==> src/rtl/rv32i_instr_encoder.sv <==
// Streaming RV32I field-to-word encoder with range/alignment checks, an error-halt FSM
// and a small output FIFO that tags each word with its sequential load address.
module rv32i_instr_encoder #(
   parameter logic [31:0] BASE_ADDR   = 32'h0000_0000,
   parameter int          DEPTH       = 2,
   parameter bit          STOP_ON_ERR = 1'b1
) (
   input  logic        clk_i,
   input  logic        rst_i,
   input  logic        start_i,
   input  logic        clear_err_i,
   input  logic        in_valid_i,
   output logic        in_ready_o,
   input  logic [6:0]  in_opcode_i,
   input  logic [4:0]  in_rd_i,
   input  logic [4:0]  in_rs1_i,
   input  logic [4:0]  in_rs2_i,
   input  logic [2:0]  in_funct3_i,
   input  logic [6:0]  in_funct7_i,
   input  logic [31:0] in_imm_i,
   output logic        out_valid_o,
   input  logic        out_ready_i,
   output logic [31:0] out_instr_o,
   output logic [31:0] out_addr_o,
   output logic        out_err_o,
   output logic        halted_o,
   output logic [15:0] enc_count_o,
   output logic [7:0]  err_count_o
);

   // state   | meaning
   // IDLE    | waiting for start, no tuples accepted
   // RUN     | accepting and encoding tuples
   // HALT    | stopped after an encoding error, FIFO still drains

   localparam int PW = (DEPTH > 1) ? $clog2(DEPTH) : 1;
   localparam int CW = $clog2(DEPTH) + 1;
   localparam logic [CW-1:0] DEPTH_C = CW'(DEPTH);
   localparam logic [31:0]   NOP     = 32'h0000_0013;

   typedef enum logic [1:0] {
      ST_IDLE = 2'd0,
      ST_RUN  = 2'd1,
      ST_HALT = 2'd2
   } state_t;

   state_t        state_q;
   logic          halted_q;
   logic [31:0]   addr_q;
   logic [15:0]   enc_count_q;
   logic [7:0]    err_count_q;
   logic [CW-1:0] count_q;
   logic [PW-1:0] wr_ptr_q;
   logic [PW-1:0] rd_ptr_q;
   logic [31:0]   instr_mem_q [DEPTH];
   logic [31:0]   addr_mem_q  [DEPTH];
   logic          err_mem_q   [DEPTH];

   logic [31:0] enc_word;
   logic        enc_err;
   logic        push;
   logic        pop;

   always_comb begin
      enc_word = NOP;
      enc_err  = 1'b0;
      case (in_opcode_i)
         7'b0110011:
            enc_word = {in_funct7_i, in_rs2_i, in_rs1_i, in_funct3_i, in_rd_i, in_opcode_i};
         7'b0010011: begin
            if (in_funct3_i == 3'b001 || in_funct3_i == 3'b101) begin
               enc_word = {in_funct7_i, in_imm_i[4:0], in_rs1_i, in_funct3_i, in_rd_i, in_opcode_i};
               enc_err  = |in_imm_i[31:5];
            end else begin
               enc_word = {in_imm_i[11:0], in_rs1_i, in_funct3_i, in_rd_i, in_opcode_i};
               enc_err  = in_imm_i[31:11] != {21{in_imm_i[11]}};
            end
         end
         7'b0000011, 7'b1100111, 7'b1110011, 7'b0001111: begin
            enc_word = {in_imm_i[11:0], in_rs1_i, in_funct3_i, in_rd_i, in_opcode_i};
            enc_err  = in_imm_i[31:11] != {21{in_imm_i[11]}};
         end
         7'b0100011: begin
            enc_word = {in_imm_i[11:5], in_rs2_i, in_rs1_i, in_funct3_i, in_imm_i[4:0], in_opcode_i};
            enc_err  = in_imm_i[31:11] != {21{in_imm_i[11]}};
         end
         7'b1100011: begin
            enc_word = {in_imm_i[12], in_imm_i[10:5], in_rs2_i, in_rs1_i, in_funct3_i,
                        in_imm_i[4:1], in_imm_i[11], in_opcode_i};
            enc_err  = (in_imm_i[31:12] != {20{in_imm_i[12]}}) || in_imm_i[0];
         end
         7'b0110111, 7'b0010111: begin
            enc_word = {in_imm_i[31:12], in_rd_i, in_opcode_i};
            enc_err  = |in_imm_i[11:0];
         end
         7'b1101111: begin
            enc_word = {in_imm_i[20], in_imm_i[10:1], in_imm_i[11], in_imm_i[19:12],
                        in_rd_i, in_opcode_i};
            enc_err  = (in_imm_i[31:20] != {12{in_imm_i[20]}}) || in_imm_i[0];
         end
         default: enc_err = 1'b1;
      endcase
      if (enc_err) begin
         enc_word = NOP;
      end
   end

   // A full FIFO that is popping this cycle still takes a new word, so no bubble appears
   assign in_ready_o  = (state_q == ST_RUN) && ((count_q < DEPTH_C) || out_ready_i);
   assign push        = in_valid_i && in_ready_o;
   assign out_valid_o = (count_q != '0);
   assign pop         = out_valid_o && out_ready_i;

   assign out_instr_o = instr_mem_q[rd_ptr_q];
   assign out_addr_o  = addr_mem_q[rd_ptr_q];
   assign out_err_o   = err_mem_q[rd_ptr_q];
   assign halted_o    = halted_q;
   assign enc_count_o = enc_count_q;
   assign err_count_o = err_count_q;

   always_ff @(posedge clk_i) begin
      if (rst_i) begin
         state_q  <= ST_IDLE;
         halted_q <= 1'b0;
      end else begin
         case (state_q)
            ST_IDLE: begin
               halted_q <= 1'b0;
               if (start_i) begin
                  state_q <= ST_RUN;
               end
            end
            ST_RUN: begin
               if (push && enc_err && STOP_ON_ERR) begin
                  state_q  <= ST_HALT;
                  halted_q <= 1'b1;
               end
            end
            ST_HALT: begin
               if (clear_err_i) begin
                  state_q  <= ST_RUN;
                  halted_q <= 1'b0;
               end
            end
            default: begin
               state_q  <= ST_IDLE;
               halted_q <= 1'b0;
            end
         endcase
      end
   end

   always_ff @(posedge clk_i) begin
      if (rst_i) begin
         addr_q      <= BASE_ADDR;
         enc_count_q <= '0;
         err_count_q <= '0;
         count_q     <= '0;
         wr_ptr_q    <= '0;
         rd_ptr_q    <= '0;
         for (int i = 0; i < DEPTH; i++) begin
            instr_mem_q[i] <= '0;
            addr_mem_q[i]  <= '0;
            err_mem_q[i]   <= 1'b0;
         end
      end else begin
         if (state_q == ST_IDLE && start_i) begin
            addr_q <= BASE_ADDR;
         end
         if (push) begin
            instr_mem_q[wr_ptr_q] <= enc_word;
            addr_mem_q[wr_ptr_q]  <= addr_q;
            err_mem_q[wr_ptr_q]   <= enc_err;
            wr_ptr_q              <= wr_ptr_q + 1'b1;
            addr_q                <= addr_q + 32'd4;
            enc_count_q           <= enc_count_q + 1'b1;
            if (enc_err && err_count_q != 8'hFF) begin
               err_count_q <= err_count_q + 1'b1;
            end
         end
         if (pop) begin
            rd_ptr_q <= rd_ptr_q + 1'b1;
         end
         case ({push, pop})
            2'b10:   count_q <= count_q + 1'b1;
            2'b01:   count_q <= count_q - 1'b1;
            default: count_q <= count_q;
         endcase
      end
   end

endmodule

==> config.mk <==
export PLATFORM = sky130hd
export DESIGN_NAME = rv32i_instr_encoder
export DESIGN_NICKNAME = d
export VERILOG_FILES = /design/src/rtl/rv32i_instr_encoder.sv
export SDC_FILE = /design/constraint.sdc
export NUM_CORES = 1
export LEC_CHECK = 0
export BUFFER_PORTS_ARGS = -buffer_cell sky130_fd_sc_hd__buf_2
export CAP_MARGIN = 25
export CORE_MARGIN = 2
export CORE_UTILIZATION = 29
export CTS_CLUSTER_SIZE = 8
export DETAILED_ROUTE_END_ITERATION = 12
export GPL_TIMING_DRIVEN = 0
export PLACE_DENSITY_LB_ADDON = 0.1
export SLEW_MARGIN = 25
export SYNTH_ARGS = -nofsm -noshare
export SYNTH_HDL_FRONTEND = slang
export SYNTH_SLANG_ARGS = --single-unit
==> constraint.sdc <==
create_clock -name clk_i -period 16.9 [get_ports clk_i]
set_input_delay 1.69 -clock clk_i [delete_from_list [all_inputs] [get_ports clk_i]]
set_output_delay 1.69 -clock clk_i [all_outputs]
set_load 0.005 [all_outputs]
==> impl_metrics.ini <==
[outcome]
status = completed

[sta]
max_freq_ghz = 0.238
hold_violations = 0
tns_ns = 0
timing.final.crit_share_pct = 24.8
timing.final.crit_period_ns = 4.20
rsz0062_at_grt = no
setup_viol = 0
worst_pin_slew_ns = 0.753
worst_slew_margin_rel_pct = 49.6
maxSlewViolCount = 0
clock_skew_ns = 0.0159

[floorplanning]
die_x_um = 181
core_mm2 = 0.0308
die_area_mm2 = 0.0329
io_pins = 162
initial_utilization_pct = 29.6
rows = 64
die_y_um = 181

[hold_path]
hp-class = register to register

[final_layout]
drive_gt1_share_pct = 29.1
num_antenna_cells = 0
final_util_pct = 36.1
areaGrowthSynthToFinish_pct = 21.9
fin_area_mm2 = 0.0111
fin_nets = 1101
final_common_cell = buf_2
layout_common_cells = 164 x buf_2, 126 x edfxtp_1, 119 x nor2_1, 73 x mux2_2, 67 x and2_1

[synthesis]
synth-async-reset-ratio_pct = 0
yosysUniqueCellTypes = 63
netlist_instances = 844
avgSynthCellArea_um2 = 10.8
seq_area_frac_synth_pct = 55.0
synth_edf_count = 126
synthFlopType = edfxtp_1
netlist_area_mm2 = 0.00914
ys_seq_elements = 188
yosysWarnings = 0

[clock_tree]
post_cts_buffers = 0
cts_resized = 0
cts_sinks = 188
cts_tree = yes
htreeDepth = 4
cts_hold_buf = 0
worstSkewPairLatency_ns = 0.44
clockRootBuffer = clkbuf_16
cts_buffers = 17
clockBufferDepth = 2
clk_pin_slew_ns = 0.08

[critical_path]
r2r_cells = 10
crit_start = out_ready_i
critPathArrivalTime_ns = 4.38
critPathCapture = instr_mem_q[0][26]
cp.required_ns = 17.09
rr_endpoint = instr_mem_q[0][26]
cp-end-kind = register
critical_path_class = input pin to register
r2r_slack_ns = 13.49
timing.rr.start = state_q[0]
start_kind = input pin
worst-path-max-fanout = 19

[placement]
portBuffers = 156
gp_congestion = 0.862
hpwl_mm = 18.8
placedInstanceArea_mm2 = 0.0106

[global_routing]
grt_use_met2_pct = 25.3
grt_max_degree = 37
grt_pass1_wl_mm = 40.5
grt.overflow.total = 0
use_met3_pct = 3.63
grt_use_met1_pct = 22.0
antenna_found_initial = 0
track_usage_pct = 15.9
grt_pass1_vias = 7038
busiest_layer = met2

[routing]
vias = 6972
drt_iter0_markers = 444
drt_first_pass_iters = 5
wl_mm = 25.7
vias_per_cell = 4.86
drcViolationCount = 0
final_antenna_net_count = 0
routedWlPerCell_um = 17.9

[power_and_ir_drop]
peakVddDrop_v = 0.0000559
powerDensity_mw_per_mm2 = 95.4
leakage_nw = 4.20

[flow_run]
drv_cap = 0
-- cell usage after synthesis, types with 11 or more instances --
| master | instances | area, um^2 |
|---|---|---|
| a21oi_1 | 36 | 180 |
| a222oi_1 | 11 | 110 |
| a22oi_1 | 13 | 97.6 |
| and2_1 | 67 | 419 |
| and3_1 | 14 | 87.6 |
| clkbuf_1 | 27 | 101 |
| dfxtp_1 | 62 | 1240 |
| edfxtp_1 | 126 | 3780 |
| mux2_2 | 73 | 822 |
| nand2_1 | 49 | 184 |
| nand3_1 | 25 | 125 |
| nand4_1 | 17 | 106 |
| nor2_1 | 119 | 447 |
| nor2b_1 | 18 | 113 |
| nor3_1 | 14 | 70.1 |
| nor4_1 | 11 | 68.8 |
| o21ai_0 | 26 | 130 |
| xor2_1 | 14 | 123 |
-- worst min-delay path by stage --
stage / startpoint / end / slack [ns] / cells past startpoint
floorplan: halted_o / halted_o / 0.45 / 2
global placement: halted_o / halted_o / 0.47 / 2
detailed placement: halted_o / halted_o / 0.46 / 2
CTS: halted_o / halted_o / 0.47 / 2
global route: halted_o / halted_o / 0.49 / 2
finish: halted_o / halted_o / 0.47 / 2
-- worst max-delay path, cell delays in order --
cell      delay [ns]
buf_2           0.10
nand2b_1        0.14
and3_1          0.17
clkbuf_1        0.25
inv_1           0.29
clkbuf_1        0.47
buf_1           0.55
o21ai_4         0.16
buf_16          0.21
buf_16          0.16
buf_16          0.16
-- metrics by stage --
stage	total power, mW	cells	worst slack (ns)	hold slack, ns
after floorplan	0.610	845	9.18	0.453
after global placement	0.683	1397	4.78	0.469
after detailed placement	0.685	1403	12.25	0.460
after CTS	1.08	1435	12.62	0.473
after global routing	1.11	1435	12.52	0.488
final	1.06	1435	12.70	0.468
-- final cells by class --
| type | count | area [um^2] |
|---|---|---|
| clock buffers | 18 | 439 |
| repair buffers | 162 | 918 |
| flip-flops and latches | 188 | 5020 |
| multi-input cells | 599 | 3890 |
| plain buffers | 48 | 209 |
| inverters | 10 | 37.5 |
| fillers | 3129 | 19700 |
| well taps | 396 | 495 |
| clock inverters | 14 | 126 |
-- sequential cells by signal (all words and copies together) (netlist names), 2 cells and up, named ones only --
register     cells
err_count_o      8
instr_mem_q     64
count_q          2
addr_mem_q      60
err_mem_q        2
enc_count_o     16
addr_q          30
state_q          2
-- report_power, final --
part           switching [mW]  total, mW  internal [mW]
combinational          0.0864      0.157         0.0705
sequential            0.00661      0.514          0.508
clock                   0.188      0.391          0.204
total                   0.281       1.06          0.782
-- metal layers --
layer	up-vias	routed length [um]
met1	3360	12800
met3	12	1170
met4	0	183
li1	3444	-
met2	156	11600
met5	-	0
-- kinds of logic after synthesis --
kind of cell | Yosys count | synth area share, %
compound gates | 116 | 8.60
xor+xnor | 22 | 2.11
fa+ha+maj | 5 | 0.685
buf+inv | 58 | 2.70
flops | 188 | 55.0
mux | 76 | 9.37
other cells | 1 | 0.0411
simple gates | 378 | 21.5
(Power assumes the default switching activity.)
